[config.mk]
export PLATFORM = sky130hd
export DESIGN_NAME = pipe_lane_regs_flat
export DESIGN_NICKNAME = d
export VERILOG_FILES = /design/src/rtl/pipe_pkg.sv /design/src/rtl/pipe_lane_regs_if.sv /design/src/rtl/pipe_bank.sv /design/src/rtl/pipe_lane_regs.sv /design/src/flat_wrapper.sv
export SDC_FILE = /design/constraint.sdc
export NUM_CORES = 1
export LEC_CHECK = 0
export ABC_AREA = 1
export BUFFER_PORTS_ARGS = -buffer_cell sky130_fd_sc_hd__buf_2
export CAP_MARGIN = 20
export CORE_AREA = 2 2 213 215
export CTS_CLUSTER_DIAMETER = 150
export DETAILED_ROUTE_END_ITERATION = 8
export DIE_AREA = 0 0 215 217
export GPL_ROUTABILITY_DRIVEN = 0
export GPL_TIMING_DRIVEN = 0
export PLACE_DENSITY = 0.58
export REMOVE_ABC_BUFFERS = 1
export SLEW_MARGIN = 20
export SYNTH_ARGS = -nofsm -noshare
export SYNTH_HDL_FRONTEND = slang
export SYNTH_SLANG_ARGS = --single-unit
[constraint.sdc]
create_clock -name clk -period 12.5 [get_ports clk]
set_clock_uncertainty 0.15 [all_clocks]
set_input_delay 1.875 -clock clk [delete_from_list [all_inputs] [get_ports clk]]
set_output_delay 1.875 -clock clk [all_outputs]
set_load 0.005 [all_outputs]
[src/rtl/pipe_pkg.sv]
// Shared types and defaults for the EX->WB pipeline lane registers.
// The lane payload is sized to the widest supported pc/data/ecode so the
// same struct serves every parameterisation; narrower instances zero-extend.
package pipe_pkg;

    localparam int LANES_DEF   = 2;
    localparam int STAGES_DEF  = 2;
    localparam int ECODE_W     = 7;
    localparam int DATA_MAX_W  = 64;
    localparam int ECODE_MAX_W = 16;

    typedef struct packed {
        logic                   valid;
        logic                   we;
        logic [4:0]             waddr;
        logic [DATA_MAX_W-1:0]  pc;
        logic [DATA_MAX_W-1:0]  data;
        logic [ECODE_MAX_W-1:0] ecode;
    } lane_t;

endpackage

[src/rtl/pipe_lane_regs_if.sv]
// Bus bundle for pipe_lane_regs: stage-0 lane inputs, per-bank recomputed
// data, stall/flush controls and the flattened bank outputs.
// Handshake: there is no valid/ready pair; hold[s] is a stall request that
// freezes bank s and every earlier bank, flush kills all banks at the edge.
interface pipe_lane_regs_if #(
    parameter int LANES   = pipe_pkg::LANES_DEF,
    parameter int STAGES  = pipe_pkg::STAGES_DEF,
    parameter int DATA_W  = 32,
    parameter int ECODE_W = pipe_pkg::ECODE_W
);
    // stage_data is kept at least one bit wide for a single-bank build
    localparam int SD_W  = (STAGES > 1) ? (STAGES - 1) * LANES * DATA_W : 1;
    localparam int CNT_W = $clog2(LANES + 1);

    logic [LANES-1:0]                 in_valid;
    logic [LANES-1:0]                 in_we;
    logic [LANES-1:0]                 br_kill;
    logic [LANES*DATA_W-1:0]          in_pc;
    logic [LANES*DATA_W-1:0]          in_data;
    logic [LANES*5-1:0]               in_waddr;
    logic [LANES*ECODE_W-1:0]         in_ecode;
    logic [SD_W-1:0]                  stage_data;
    logic [STAGES-1:0]                hold;
    logic                             flush;

    logic [STAGES*LANES-1:0]          out_valid;
    logic [STAGES*LANES-1:0]          out_we;
    logic [STAGES*LANES*DATA_W-1:0]   out_pc;
    logic [STAGES*LANES*DATA_W-1:0]   out_data;
    logic [STAGES*LANES*5-1:0]        out_waddr;
    logic [STAGES*LANES*ECODE_W-1:0]  out_ecode;
    logic [CNT_W-1:0]                 retire_cnt;

    modport slave (
        input  in_valid, in_we, br_kill, in_pc, in_data, in_waddr, in_ecode,
               stage_data, hold, flush,
        output out_valid, out_we, out_pc, out_data, out_waddr, out_ecode,
               retire_cnt
    );

    modport master (
        output in_valid, in_we, br_kill, in_pc, in_data, in_waddr, in_ecode,
               stage_data, hold, flush,
        input  out_valid, out_we, out_pc, out_data, out_waddr, out_ecode,
               retire_cnt
    );

endinterface

[src/rtl/pipe_bank.sv]
// One register bank of LANES lanes: hold, bubble insertion, younger-lane
// kill behind a redirect, write squash behind an exception, and flush.
module pipe_bank import pipe_pkg::*; #(
    parameter int LANES = LANES_DEF
) (
    input  logic                  clk,
    input  logic                  rst,
    input  logic                  flush,
    input  logic                  hold,
    input  logic                  bubble,
    input  logic [LANES-1:0]      kill,
    input  lane_t [LANES-1:0]     src,
    output lane_t [LANES-1:0]     q
);

    logic [LANES-1:0]  killed;
    logic [LANES-1:0]  excp;
    lane_t [LANES-1:0] nxt;

    // A lane is killed by any older redirect, squashed by any older-or-same faulting lane
    always_comb begin
        killed = '0;
        excp   = '0;
        for (int i = 0; i < LANES; i++) begin
            for (int j = 0; j < i; j++) begin
                killed[i] = killed[i] | kill[j];
            end
            for (int j = 0; j <= i; j++) begin
                excp[i] = excp[i] | (src[j].valid & (src[j].ecode != '0));
            end
        end
    end

    // Load value per lane; an invalid lane never carries a write enable
    always_comb begin
        nxt = '0;
        for (int i = 0; i < LANES; i++) begin
            nxt[i] = src[i];
            if (excp[i]) begin
                nxt[i].we = 1'b0;
            end
            if (killed[i]) begin
                nxt[i] = '0;
            end
            if (!nxt[i].valid) begin
                nxt[i].we = 1'b0;
            end
        end
    end

    // Bank register: reset, then flush, then hold, then bubble or load
    always_ff @(posedge clk or posedge rst) begin
        if (rst) begin
            q <= '0;
        end else if (flush) begin
            for (int i = 0; i < LANES; i++) begin
                q[i].valid <= 1'b0;
                q[i].we    <= 1'b0;
            end
        end else if (!hold) begin
            q <= bubble ? '0 : nxt;
        end
    end

endmodule

[src/rtl/pipe_lane_regs.sv]
// Multi-lane EX->WB pipeline register chain. Bank 0 captures the issue
// lanes, each later bank takes the previous bank with a recomputed result.
module pipe_lane_regs #(
    parameter int LANES   = pipe_pkg::LANES_DEF,
    parameter int STAGES  = pipe_pkg::STAGES_DEF,
    parameter int DATA_W  = 32,
    parameter int ECODE_W = pipe_pkg::ECODE_W
) (
    input  logic              clk,
    input  logic              rst,
    pipe_lane_regs_if.slave   bus
);
    import pipe_pkg::*;

    localparam int CNT_W = $clog2(LANES + 1);

    logic [STAGES-1:0] he;
    logic [STAGES-1:0] bubble;
    logic [LANES-1:0]  bank_kill [STAGES];
    lane_t [LANES-1:0] bank_src  [STAGES];
    lane_t [LANES-1:0] bank_q    [STAGES];
    logic              unused_bits;

    // A stall in any later bank back-pressures every earlier bank
    always_comb begin
        he     = '0;
        bubble = '0;
        for (int s = 0; s < STAGES; s++) begin
            he[s] = |(bus.hold >> s);
        end
        for (int s = 1; s < STAGES; s++) begin
            bubble[s] = he[s-1];
        end
    end

    // Assemble each bank's load source: issue ports for bank 0, previous bank otherwise
    always_comb begin
        bank_src  = '{default: '0};
        bank_kill = '{default: '0};
        bank_kill[0] = bus.br_kill;
        for (int i = 0; i < LANES; i++) begin
            bank_src[0][i].valid = bus.in_valid[i];
            bank_src[0][i].we    = bus.in_we[i];
            bank_src[0][i].waddr = bus.in_waddr[i*5 +: 5];
            bank_src[0][i].pc    = DATA_MAX_W'(bus.in_pc[i*DATA_W +: DATA_W]);
            bank_src[0][i].data  = DATA_MAX_W'(bus.in_data[i*DATA_W +: DATA_W]);
            bank_src[0][i].ecode = ECODE_MAX_W'(bus.in_ecode[i*ECODE_W +: ECODE_W]);
        end
        for (int s = 1; s < STAGES; s++) begin
            for (int i = 0; i < LANES; i++) begin
                bank_src[s][i]      = bank_q[s-1][i];
                bank_src[s][i].data = DATA_MAX_W'(bus.stage_data[((s-1)*LANES+i)*DATA_W +: DATA_W]);
            end
        end
    end

    for (genvar s = 0; s < STAGES; s++) begin : g_bank
        pipe_bank #(.LANES(LANES)) u_bank (
            .clk    (clk),
            .rst    (rst),
            .flush  (bus.flush),
            .hold   (he[s]),
            .bubble (bubble[s]),
            .kill   (bank_kill[s]),
            .src    (bank_src[s]),
            .q      (bank_q[s])
        );
    end

    // Outputs are straight register taps, narrowed to the configured widths
    always_comb begin
        bus.out_valid = '0;
        bus.out_we    = '0;
        bus.out_pc    = '0;
        bus.out_data  = '0;
        bus.out_waddr = '0;
        bus.out_ecode = '0;
        for (int s = 0; s < STAGES; s++) begin
            for (int i = 0; i < LANES; i++) begin
                bus.out_valid[s*LANES+i]                     = bank_q[s][i].valid;
                bus.out_we[s*LANES+i]                        = bank_q[s][i].we;
                bus.out_pc[(s*LANES+i)*DATA_W +: DATA_W]     = bank_q[s][i].pc[DATA_W-1:0];
                bus.out_data[(s*LANES+i)*DATA_W +: DATA_W]   = bank_q[s][i].data[DATA_W-1:0];
                bus.out_waddr[(s*LANES+i)*5 +: 5]            = bank_q[s][i].waddr;
                bus.out_ecode[(s*LANES+i)*ECODE_W +: ECODE_W] = bank_q[s][i].ecode[ECODE_W-1:0];
            end
        end
    end

    // Retiring writes: valid lanes with we set in the last bank
    always_comb begin
        bus.retire_cnt = '0;
        for (int i = 0; i < LANES; i++) begin
            bus.retire_cnt = bus.retire_cnt
                           + CNT_W'(bank_q[STAGES-1][i].valid & bank_q[STAGES-1][i].we);
        end
    end

    // Zero-extended upper bits of the wide payload are never observed
    always_comb begin
        unused_bits = 1'b0;
        for (int s = 0; s < STAGES; s++) begin
            for (int i = 0; i < LANES; i++) begin
                unused_bits = unused_bits
                            ^ (^{bank_q[s][i].pc, bank_q[s][i].data, bank_q[s][i].ecode});
            end
        end
    end

endmodule
[src/flat_wrapper.sv]
// flat-port wrapper written by rule: the top's interface ports become plain ports
module pipe_lane_regs_flat import pipe_pkg::*;
#(
    parameter int LANES   = pipe_pkg::LANES_DEF,
    parameter int STAGES  = pipe_pkg::STAGES_DEF,
    parameter int DATA_W  = 32,
    parameter int ECODE_W = pipe_pkg::ECODE_W
)
  (clk, rst, bus_in_valid, bus_in_we, bus_br_kill, bus_in_pc, bus_in_data, bus_in_waddr, bus_in_ecode, bus_stage_data, bus_hold, bus_flush, bus_out_valid, bus_out_we, bus_out_pc, bus_out_data, bus_out_waddr, bus_out_ecode, bus_retire_cnt);
  pipe_lane_regs_if #(.LANES(LANES), .STAGES(STAGES), .DATA_W(DATA_W), .ECODE_W(ECODE_W)) bus_i ();
  input  logic clk;
  input  logic rst;
  input wire logic [$bits(bus_i.in_valid)-1:0] bus_in_valid;
  input wire logic [$bits(bus_i.in_we)-1:0] bus_in_we;
  input wire logic [$bits(bus_i.br_kill)-1:0] bus_br_kill;
  input wire logic [$bits(bus_i.in_pc)-1:0] bus_in_pc;
  input wire logic [$bits(bus_i.in_data)-1:0] bus_in_data;
  input wire logic [$bits(bus_i.in_waddr)-1:0] bus_in_waddr;
  input wire logic [$bits(bus_i.in_ecode)-1:0] bus_in_ecode;
  input wire logic [$bits(bus_i.stage_data)-1:0] bus_stage_data;
  input wire logic [$bits(bus_i.hold)-1:0] bus_hold;
  input wire logic [$bits(bus_i.flush)-1:0] bus_flush;
  output wire logic [$bits(bus_i.out_valid)-1:0] bus_out_valid;
  output wire logic [$bits(bus_i.out_we)-1:0] bus_out_we;
  output wire logic [$bits(bus_i.out_pc)-1:0] bus_out_pc;
  output wire logic [$bits(bus_i.out_data)-1:0] bus_out_data;
  output wire logic [$bits(bus_i.out_waddr)-1:0] bus_out_waddr;
  output wire logic [$bits(bus_i.out_ecode)-1:0] bus_out_ecode;
  output wire logic [$bits(bus_i.retire_cnt)-1:0] bus_retire_cnt;
  assign bus_i.in_valid = bus_in_valid;
  assign bus_i.in_we = bus_in_we;
  assign bus_i.br_kill = bus_br_kill;
  assign bus_i.in_pc = bus_in_pc;
  assign bus_i.in_data = bus_in_data;
  assign bus_i.in_waddr = bus_in_waddr;
  assign bus_i.in_ecode = bus_in_ecode;
  assign bus_i.stage_data = bus_stage_data;
  assign bus_i.hold = bus_hold;
  assign bus_i.flush = bus_flush;
  assign bus_out_valid = bus_i.out_valid;
  assign bus_out_we = bus_i.out_we;
  assign bus_out_pc = bus_i.out_pc;
  assign bus_out_data = bus_i.out_data;
  assign bus_out_waddr = bus_i.out_waddr;
  assign bus_out_ecode = bus_i.out_ecode;
  assign bus_retire_cnt = bus_i.retire_cnt;
  pipe_lane_regs #(.LANES(LANES), .STAGES(STAGES), .DATA_W(DATA_W), .ECODE_W(ECODE_W)) u_core (.clk(clk), .rst(rst), .bus(bus_i));
endmodule
==> results of run 1 <==
## cell usage in the layout (no fill, tap or decap), types with 4 or more instances in the layout
master | synthesis | layout
sky130_fd_sc_hd__buf_2 | 25 | 537
sky130_fd_sc_hd__nand2_1 | 501 | 501
sky130_fd_sc_hd__dfrtp_1 | 312 | 312
sky130_fd_sc_hd__o21ai_0 | 273 | 273
sky130_fd_sc_hd__inv_1 | 64 | 63
sky130_fd_sc_hd__nand3_1 | 48 | 48
sky130_fd_sc_hd__clkbuf_16 | 0 | 37
sky130_fd_sc_hd__o21ai_1 | 21 | 21
sky130_fd_sc_hd__nor2_1 | 13 | 13
sky130_fd_sc_hd__clkbuf_1 | 41 | 11
sky130_fd_sc_hd__buf_16 | 0 | 8
sky130_fd_sc_hd__clkinv_2 | 0 | 5
sky130_fd_sc_hd__clkbuf_8 | 0 | 4
## cell usage after synthesis (2+ instances only)
| cell | number | area (µm²) |
|---|---|---|
| sky130_fd_sc_hd__nand4_1 | 2 | 12.5 |
| sky130_fd_sc_hd__dfrtp_1 | 312 | 7810 |
| sky130_fd_sc_hd__nand2_1 | 501 | 1880 |
| sky130_fd_sc_hd__inv_1 | 64 | 240 |
| sky130_fd_sc_hd__clkbuf_1 | 41 | 154 |
| sky130_fd_sc_hd__buf_6 | 18 | 203 |
| sky130_fd_sc_hd__o21ai_1 | 21 | 105 |
| sky130_fd_sc_hd__clkbuf_2 | 2 | 10.0 |
| sky130_fd_sc_hd__inv_2 | 2 | 7.51 |
| sky130_fd_sc_hd__nor2_1 | 13 | 48.8 |
| sky130_fd_sc_hd__o21ai_0 | 273 | 1370 |
| sky130_fd_sc_hd__buf_2 | 25 | 125 |
| sky130_fd_sc_hd__nand3_1 | 48 | 240 |
| sky130_fd_sc_hd__buf_4 | 6 | 45.0 |
## worst paths after layout
| check | startpoint | end | slack, ns | cells after the start |
|---|---|---|---|---|
| max in group asynchronous | rst | u_core.g_bank[0].u_bank.q[246] | 9.73 | 4 |
| hold / removal | u_core.g_bank[0].u_bank.q[39] | u_core.g_bank[0].u_bank.q[39] | 0.32 | 2 |
| min in group asynchronous | rst | u_core.g_bank[1].u_bank.q[32] | 1.31 | 2 |
| setup reg to reg | u_core.g_bank[0].u_bank.q[1] | u_core.g_bank[1].u_bank.q[300] | 11.26 | 5 |
| hold reg to reg | u_core.g_bank[0].u_bank.q[39] | u_core.g_bank[0].u_bank.q[39] | 0.32 | 2 |
| setup / recovery | bus_hold[1] | u_core.g_bank[0].u_bank.q[240] | 8.44 | 8 |
## through the flow
stage | area [µm²] | utilization, % | hold WS (ns) | instances
floorplan | 11800 | - | 0.322 | 1241
global placement | 15200 | 34.0 | 0.309 | 2380
detailed placement | 15500 | 34.6 | 0.310 | 2388
CTS | 16500 | 37.0 | 0.326 | 2447
global route | 16500 | 37.0 | 0.350 | 2448
finish | 16500 | 37.0 | 0.323 | 2448
## critical path: stages
cell and delay, ns:
sky130_fd_sc_hd__buf_6 0.22, sky130_fd_sc_hd__buf_16 0.27, sky130_fd_sc_hd__nor2_4 0.21, sky130_fd_sc_hd__nand2_8 0.33, sky130_fd_sc_hd__inv_12 0.47, sky130_fd_sc_hd__buf_16 0.45, sky130_fd_sc_hd__nand3_1 0.16, sky130_fd_sc_hd__o21ai_1 0.11
## logic make-up after synthesis
group | after synthesis
compound gates | 294
fa+ha+maj | 1
simple gates | 567
buf+inv | 159
flops | 312
## routing by layer
layer	up-vias	wire, µm	GRT usage, %	share of wire (%)
met5	-	12	0	0.031
met3	63	2830	4.28	7.2
li1	5234	-	-	-
met1	5240	16400	20.6	42
met2	421	18800	27.2	48
met4	2	1210	6.44	3.1
## layout make-up
type	instances	area, µm²	area share, %
clock buffers	52	1020	6.18
clock inverters	7	42.5	0.257
multi-input cells	862	3700	22.4
inverters	67	274	1.66
well taps	600	751	4.54
repair buffers	547	2930	17.7
flip-flops and latches	312	7810	47.2
diodes	1	2.50	0.0151
## power by group through the flow
stage	Sequential (W)	Clock, W	Combinational [W]
final	0.00122	0.000978	0.000403
after floorplan	0.00124	0	0.000138
after CTS	0.00122	0.00102	0.000412
after global placement	0.00123	0	0.000401
after global routing	0.00123	0.00106	0.000454
after detailed placement	0.00123	0	0.000411
==> reports/qor.json, run 1 <==
{
  "ys_seq_area_share_pct": 63.5,
  "hold_path.class": "reg -> reg",
  "post-cts-setup-buffer-count": 0,
  "top_register": "u_core.g_bank.u_bank.q",
  "synthArstFlopShare_pct": 100,
  "synth_compound_area_share_pct": 12.0,
  "power.density_mw_per_mm2": 157,
  "filler_cell_count": 4663,
  "p_sw_w": 0.000713,
  "yosys.area_share.adder_pct": 0.102,
  "max_fanout_on_critical_path": 150,
  "synth_seq_cells": 312,
  "globalRoute.totalOverflow": 0,
  "totalWireLength_mm": 39.3,
  "drt-vias-per-instance": 4.48,
  "detail-route-antenna-nets": 0,
  "cts_resized": 0,
  "synthDistinctLibCells": 19,
  "unrepaired_setup_endpoints_after_global_routing": "no",
  "core_area_mm2": 0.0447,
  "share_seq_of_total_power_pct": 46.8,
  "power.static_leakage_nw": 9.18,
  "fraction_of_synthesized_area_in_multiplexers_pct": 0,
  "drv.max_cap_violation_count": 0,
  "ratio_of_cells_with_drive_above_1_in_the_final_layout_pct": 32.5,
  "post_synth_and_or_nand_nor_area_fraction_pct": 17.9,
  "fp.dieH_um": 217,
  "pwr-share-comb_pct": 15.5,
  "drcViolationCount": 0,
  "area_growth_pct": 34.6,
  "clkLatencyLatePin_ns": 0.52,
  "relSlewSlack_pct": 55.0,
  "crit_arrival_ns": 4.35,
  "power_frac_clock_pct": 37.7,
  "required_ns": 12.79,
  "die_area_mm2": 0.0467,
  "drtIter0Drc": 772,
  "max_rail_drop_vdd_mv": 0.0945,
  "setup_viol": 0,
  "first_pass_iters": 5,
  "cts.clk_slew.worst_paths_ns": 0.06,
  "switching_share_pct": 27.5,
  "achievable-frequency_mhz": 246,
  "drt-wirelength-per-cell_um": 16.0,
  "post_synth.cell_area_avg_um2": 9.22,
  "clock_sinks": 312,
  "routed-via-count": 10960,
  "biggest_registers_after_layout": "u_core.g_bank.u_bank.q x312",
  "totalNegativeSetupSlack_ns": 0,
  "clock_tree.root_cell": "sky130_fd_sc_hd__clkbuf_16",
  "die-width_um": 215,
  "cts_tree": "yes",
  "globalRouteTotalUtil_pct": 16.4,
  "power_w": 0.00260,
  "post_synth_inst_count": 1333,
  "port_buffers": 539,
  "postLayoutSetupSlackWorst_ns": 8.44,
  "synthesis.yosys.warnings": 0,
  "grt_pass1_vias": 10829,
  "final_net_count": 2055,
  "grt_antenna_before_repair": 2,
  "h_tree_level_count": 2,
  "synthFlopType": "sky130_fd_sc_hd__dfrtp_1",
  "hpwlAfterDp_mm": 26.8,
  "post-place-ws_ns": 7.78,
  "cellInternalPower_w": 0.00188,
  "initial_utilization_pct": 27.5,
  "final_critical_path_share_of_the_clock_period_pct": 32.5,
  "design.portCount": 541,
  "number_of_flip_flops_in_the_largest_register": 312,
  "status": "complete, no violations",
  "synth_top_family_by_area": "simple AND/OR/NAND/NOR gates",
  "critical_path.endpoint_type": "flop",
  "post_cts_hold_buffer_count": 0,
  "crit_path_launch_type": "input pin",
  "number_of_cts_inserted_buffers": 37,
  "finalCriticalPeriod_ns": 4.06,
  "slew_viol_final": 0,
  "hold_violations": 0,
  "global_route_wire_length_before_repair_mm": 61.2,
  "worst-slew-pin-transition_ns": 0.676,
  "synth-edff-count": 0,
  "worstSetupPathType": "in -> reg",
  "clk_path_buf_depth": 3,
  "netlist_area_mm2": 0.0123,
  "grt_start_max_net_pins": 151,
  "core.rowCount": 78,
  "synthesized_area_fraction_occupied_by_xor_and_xnor_cells_pct": 0
}
(Power assumes the default switching activity.)
==> inputs of run 2 (changes only) <==
Settings changed: ABC_AREA 1 to 0, CORE_AREA 2 2 213 215 to 2 2 210 212, DIE_AREA 0 0 215 217 to 0 0 212 214, PLACE_DENSITY 0.58 to 0.59.
Clock period 12.5 ns to 3.5 ns, I/O delays scaled along.
==> run 2 against run 1 <==
- global-route usage is 0.68 points lower
- setup slack worse by 7.2 ns
- highest routed layer unchanged
- utilization is 1.5 points higher
- clock power grew to 3.7 times the previous value
- first-iteration DRC count is 32% lower
- routed wire length is 6.5% lower
- power grew to 3.6 times the previous value
- combinational power grew to 3.4 times the previous value
- largest cell class unchanged
==> reports/qor.json, run 2 <==
{
  "h_tree_level_count": {"value": 2, "change": "unchanged"},
  "design.portCount": {"value": 541, "change": "unchanged"},
  "fraction_of_synthesized_area_in_multiplexers": {"value": 0, "unit": "%", "change": "unchanged"},
  "ratio_of_cells_with_drive_above_1_in_the_final_layout": {"value": 39.0, "unit": "%", "change": "was 32.5%"},
  "core.rowCount": {"value": 76, "change": "was 78"},
  "achievable-frequency_mhz": 449,
  "clock_tree.root_cell": {"value": "sky130_fd_sc_hd__clkbuf_16", "change": "unchanged"},
  "synthDistinctLibCells": {"value": 23, "change": "was 19"},
  "status": {"value": "complete, no violations", "change": "unchanged"},
  "yosys.area_share.adder": {"value": 0.106, "unit": "%", "change": "was 0.102%"},
  "pwr-share-comb": {"value": 14.7, "unit": "%", "change": "was 15.5%"},
  "post-cts-setup-buffer-count": {"value": 0, "change": "unchanged"},
  "biggest_registers_after_layout": {"value": "u_core.g_bank.u_bank.q x312", "change": "unchanged"},
  "cellInternalPower": {"value": 0.00683, "unit": "W", "change": "was 0.00188 W"},
  "grt_start_max_net_pins": {"value": 103, "change": "was 151"},
  "final_design_area_no_fill": {"value": 0.0165, "unit": "mm²", "change": "about the same"},
  "globalRouteTotalUtil": {"value": 15.7, "unit": "%", "change": "was 16.4%"},
  "post_synth_inst_count": {"value": 1035, "change": "was 1333"},
  "first_pass_iters": {"value": 4, "change": "was 5"},
  "critical_path.cell_chain": {"value": "buf_2, nor3_4, buf_8, buf_8, buf_16, buf_8, buf_8, buf_8, buf_8, nand3b_1, nand2_1", "change": "was buf_6, buf_16, nor2_4, nand2_8, inv_12, buf_16, nand3_1, o21ai_1"},
  "number_of_flip_flops_in_the_largest_register": {"value": 312, "change": "unchanged"},
  "synth_compound_area_share": {"value": 11.9, "unit": "%", "change": "was 12.0%"},
  "ys_top_cells_by_count": {"value": "sky130_fd_sc_hd__nand2_1 (389), sky130_fd_sc_hd__dfrtp_1 (312), sky130_fd_sc_hd__a22o_1 (155), sky130_fd_sc_hd__nand3b_1 (77), sky130_fd_sc_hd__buf_2 (44)", "change": "was sky130_fd_sc_hd__nand2_1 (501), sky130_fd_sc_hd__dfrtp_1 (312), sky130_fd_sc_hd__o21ai_0 (273), sky130_fd_sc_hd__inv_1 (64), sky130_fd_sc_hd__nand3_1 (48)"},
  "max_fanout_on_critical_path": {"value": 22, "change": "was 150"},
  "cts_resized": {"value": 0, "change": "unchanged"},
  "timing.critical_path.slowest_stage_cell": {"value": "sky130_fd_sc_hd__nor3_4", "change": "was sky130_fd_sc_hd__inv_12"},
  "initial_utilization": {"value": 27.5, "unit": "%", "change": "about the same"},
  "clk_path_buf_depth": {"value": 3, "change": "unchanged"},
  "synth_top_area_cell": {"value": "sky130_fd_sc_hd__dfrtp_1", "change": "unchanged"},
  "synth_most_common_cell": {"value": "sky130_fd_sc_hd__nand2_1", "change": "unchanged"},
  "fin_cells": {"value": 2179, "change": "was 2448"},
  "crit_arrival": {"value": 2.54, "unit": "ns", "change": "was 4.35 ns"},
  "cp_slowest_stage_delay": {"value": 0.38, "unit": "ns", "change": "was 0.47 ns"},
  "synth_seq_cells": {"value": 312, "change": "unchanged"},
  "drt-wirelength-per-cell": {"value": 16.8, "unit": "µm", "change": "was 16.0 µm"},
  "detail-route-antenna-nets": {"value": 0, "change": "unchanged"},
  "grt_pass1_vias": {"value": 9992, "change": "was 10829"},
  "ys_seq_area_share": {"value": 66.2, "unit": "%", "change": "was 63.5%"},
  "post_synth.cell_area_avg": {"value": 11.4, "unit": "µm²", "change": "was 9.22 µm²"},
  "final_net_count": {"value": 1798, "change": "was 2055"},
  "fp.dieH": {"value": 214, "unit": "µm", "change": "was 217 µm"},
  "critical_path.endpoint_type": {"value": "flop", "change": "unchanged"},
  "max_rail_drop_vdd": {"value": 0.279, "unit": "mV", "change": "was 0.0945 mV"},
  "area_growth": {"value": 39.8, "unit": "%", "change": "was 34.6%"},
  "slew_viol_final": {"value": 0, "change": "unchanged"},
  "crit_family": {"value": "buffers and inverters", "change": "unchanged"},
  "die_area": {"value": 0.0454, "unit": "mm²", "change": "was 0.0467 mm²"},
  "power_frac_clock": {"value": 38.5, "unit": "%", "change": "was 37.7%"},
  "clkLatencyLatePin": {"value": 0.53, "unit": "ns", "change": "was 0.52 ns"},
  "totalWireLength": {"value": 36.7, "unit": "mm", "change": "was 39.3 mm"},
  "die-width": {"value": 212, "unit": "µm", "change": "was 215 µm"},
  "layout.cells.most_common": {"value": "sky130_fd_sc_hd__buf_2", "change": "unchanged"},
  "crit_path_launch_type": {"value": "input pin", "change": "unchanged"},
  "cts_tree": {"value": "yes", "change": "unchanged"},
  "worstSetupPathType": {"value": "in -> reg", "change": "unchanged"},
  "global_route_wire_length_before_repair": {"value": 56.8, "unit": "mm", "change": "was 61.2 mm"},
  "synthArstFlopShare": {"value": 100, "unit": "%", "change": "unchanged"},
  "unrepaired_setup_endpoints_after_global_routing": {"value": "no", "change": "unchanged"},
  "dp_cells": {"value": 2107, "change": "was 2388"},
  "power.density": {"value": 562, "unit": "mW/mm²", "change": "was 157 mW/mm²"},
  "synth_top_family_by_area": {"value": "simple AND/OR/NAND/NOR gates", "change": "unchanged"},
  "post_synth_and_or_nand_nor_area_fraction": {"value": 18.2, "unit": "%", "change": "was 17.9%"},
  "grt_antenna_before_repair": {"value": 5, "change": "was 2"},
  "number_of_cts_inserted_buffers": {"value": 36, "change": "was 37"},
  "power": {"value": 0.00927, "unit": "W", "change": "was 0.00260 W"},
  "worst_hold_slack": {"value": 0.0392, "unit": "ns", "change": "was 0.323 ns"},
  "required": {"value": 3.81, "unit": "ns", "change": "was 12.79 ns"},
  "hpwlAfterDp": {"value": 26.0, "unit": "mm", "change": "was 26.8 mm"},
  "share_seq_of_total_power": {"value": 46.7, "unit": "%", "change": "was 46.8%"},
  "relSlewSlack": {"value": 50.2, "unit": "%", "change": "was 55.0%"},
  "synth-edff-count": {"value": 0, "change": "unchanged"},
  "finalCriticalPeriod_ns": 2.23,
  "crit_path_frequent_cell": {"value": "sky130_fd_sc_hd__buf_8", "change": "was sky130_fd_sc_hd__buf_16"},
  "synthesis.yosys.warnings": {"value": 0, "change": "unchanged"},
  "final_critical_path_share_of_the_clock_period_pct": 63.6,
  "clock_sinks": {"value": 312, "change": "unchanged"},
  "hold_violations": {"value": 0, "change": "unchanged"},
  "cts.clk_slew.worst_paths": {"value": 0.06, "unit": "ns", "change": "about the same"},
  "worst-slew-pin-transition": {"value": 0.747, "unit": "ns", "change": "was 0.676 ns"},
  "globalRoute.totalOverflow": {"value": 0, "change": "unchanged"},
  "p_sw": {"value": 0.00244, "unit": "W", "change": "was 0.000713 W"},
  "drv.max_cap_violation_count": {"value": 0, "change": "unchanged"},
  "layout.core_utilization": {"value": 38.5, "unit": "%", "change": "was 37.0%"},
  "power.static_leakage": {"value": 9.24, "unit": "nW", "change": "was 9.18 nW"},
  "setup_viol": {"value": 0, "change": "unchanged"},
  "drtIter0Drc": {"value": 526, "change": "was 772"},
  "yosysTopAreaCellShare": {"value": 66.2, "unit": "%", "change": "was 63.5%"},
  "core_area": {"value": 0.0429, "unit": "mm²", "change": "was 0.0447 mm²"},
  "port_buffers": {"value": 539, "change": "unchanged"},
  "path_buf_inv": {"value": 8, "change": "was 4"},
  "drcViolationCount": {"value": 0, "change": "unchanged"},
  "netlist_area": {"value": 0.0118, "unit": "mm²", "change": "was 0.0123 mm²"},
  "synthFlopType": {"value": "sky130_fd_sc_hd__dfrtp_1", "change": "unchanged"},
  "worst-r2r-setup-slack": {"value": 2.08, "unit": "ns", "change": "was 11.26 ns"},
  "routed-via-count": {"value": 9705, "change": "was 10960"},
  "synthesized_area_fraction_occupied_by_xor_and_xnor_cells": {"value": 0, "unit": "%", "change": "unchanged"},
  "hold_path.class": {"value": "in -> reg", "change": "was reg -> reg"},
  "postPlaceCellArea": {"value": 0.0153, "unit": "mm²", "change": "was 0.0155 mm²"},
  "most_frequent_cells_in_the_layout": {"value": "sky130_fd_sc_hd__buf_2 (538), sky130_fd_sc_hd__nand2_1 (389), sky130_fd_sc_hd__dfrtp_1 (312)", "change": "was sky130_fd_sc_hd__buf_2 (537), sky130_fd_sc_hd__nand2_1 (501), sky130_fd_sc_hd__dfrtp_1 (312)"},
  "top_register": {"value": "u_core.g_bank.u_bank.q", "change": "unchanged"},
  "switching_share": {"value": 26.3, "unit": "%", "change": "was 27.5%"},
  "drt-vias-per-instance": {"value": 4.45, "change": "was 4.48"},
  "yosys-top-cells-area": {"value": "sky130_fd_sc_hd__dfrtp_1 (66%), sky130_fd_sc_hd__nand2_1 (12%), sky130_fd_sc_hd__a22o_1 (12%)", "change": "was sky130_fd_sc_hd__dfrtp_1 (64%), sky130_fd_sc_hd__nand2_1 (15%), sky130_fd_sc_hd__o21ai_0 (11%)"}
}
## run 2: final timing paths
check	to	cells after the start	startpoint
max in group asynchronous	u_core.g_bank[0].u_bank.q[244]	5	rst
max	u_core.g_bank[0].u_bank.q[240]	11	bus_flush
min	u_core.g_bank[0].u_bank.q[45]	3	bus_in_data[29]
min in group asynchronous	u_core.g_bank[1].u_bank.q[237]	3	rst
min reg2reg	u_core.g_bank[0].u_bank.q[176]	2	u_core.g_bank[0].u_bank.q[176]
max reg2reg	u_core.g_bank[1].u_bank.q[300]	3	u_core.g_bank[0].u_bank.q[3]
## run 2: metal layers
metal	share of wire [%]	GRT usage (%)
met1	40	18.8
met5	0.074	0
met2	48	26.3
met3	8.8	5.50
met4	2.5	5.07
## run 2: worst register-to-register path, cell delays in order (launching register included)
cell	delay, ns
sky130_fd_sc_hd__dfrtp_1	0.40
sky130_fd_sc_hd__nor4_1	0.43
sky130_fd_sc_hd__a21boi_0	0.17
sky130_fd_sc_hd__o21ai_0	0.18
## run 2: metrics by stage
stage / TNS, ns / setup slack, ns
4_1_cts: 0 / 1.28
3_5_place_dp: 0 / 0.748
2_1_floorplan: -3800.87 / -6.75
6_report: 0 / 1.27
3_3_place_gp: -6502.19 / -12.92
5_1_grt: 0 / 1.18
## run 2: cell type report
class | count | area (µm²)
fillers | 4226 | 26400
flip-flops and latches | 312 | 7810
multi-input cells | 646 | 3580
repair buffers | 573 | 3250
clock buffers | 53 | 1070
well taps | 585 | 732
clock inverters | 8 | 46.3
inverters | 1 | 11.3
diodes | 1 | 2.50
## run 2: cell families (layout without fill, tap and decap cells)
logic type                 count (synthesis)  in the layout
DFF                                      312            312
and+or+nand+nor                          483            483
adders and majority gates                  1              1
buffers and inverters                     77            635
AOI/OAI and AO/OA                        162            162
other                                      0              1
## run 2: repair_timing
item | CTS | global route
endpoints found under the setup margin | 0 | 0
hold buffers | 10 | 0
hold endpoints to repair | 50 | 0
## run 2: power by group through the flow
stage / combinational (W) / sequential [W] / clock (W)
after floorplan: 0.000518 / 0.00441 / 0
final: 0.00136 / 0.00433 / 0.00357
after global placement: 0.00137 / 0.00438 / 0
after global routing: 0.00152 / 0.00439 / 0.00386
after CTS: 0.00139 / 0.00434 / 0.00371
after detailed placement: 0.00138 / 0.00439 / 0
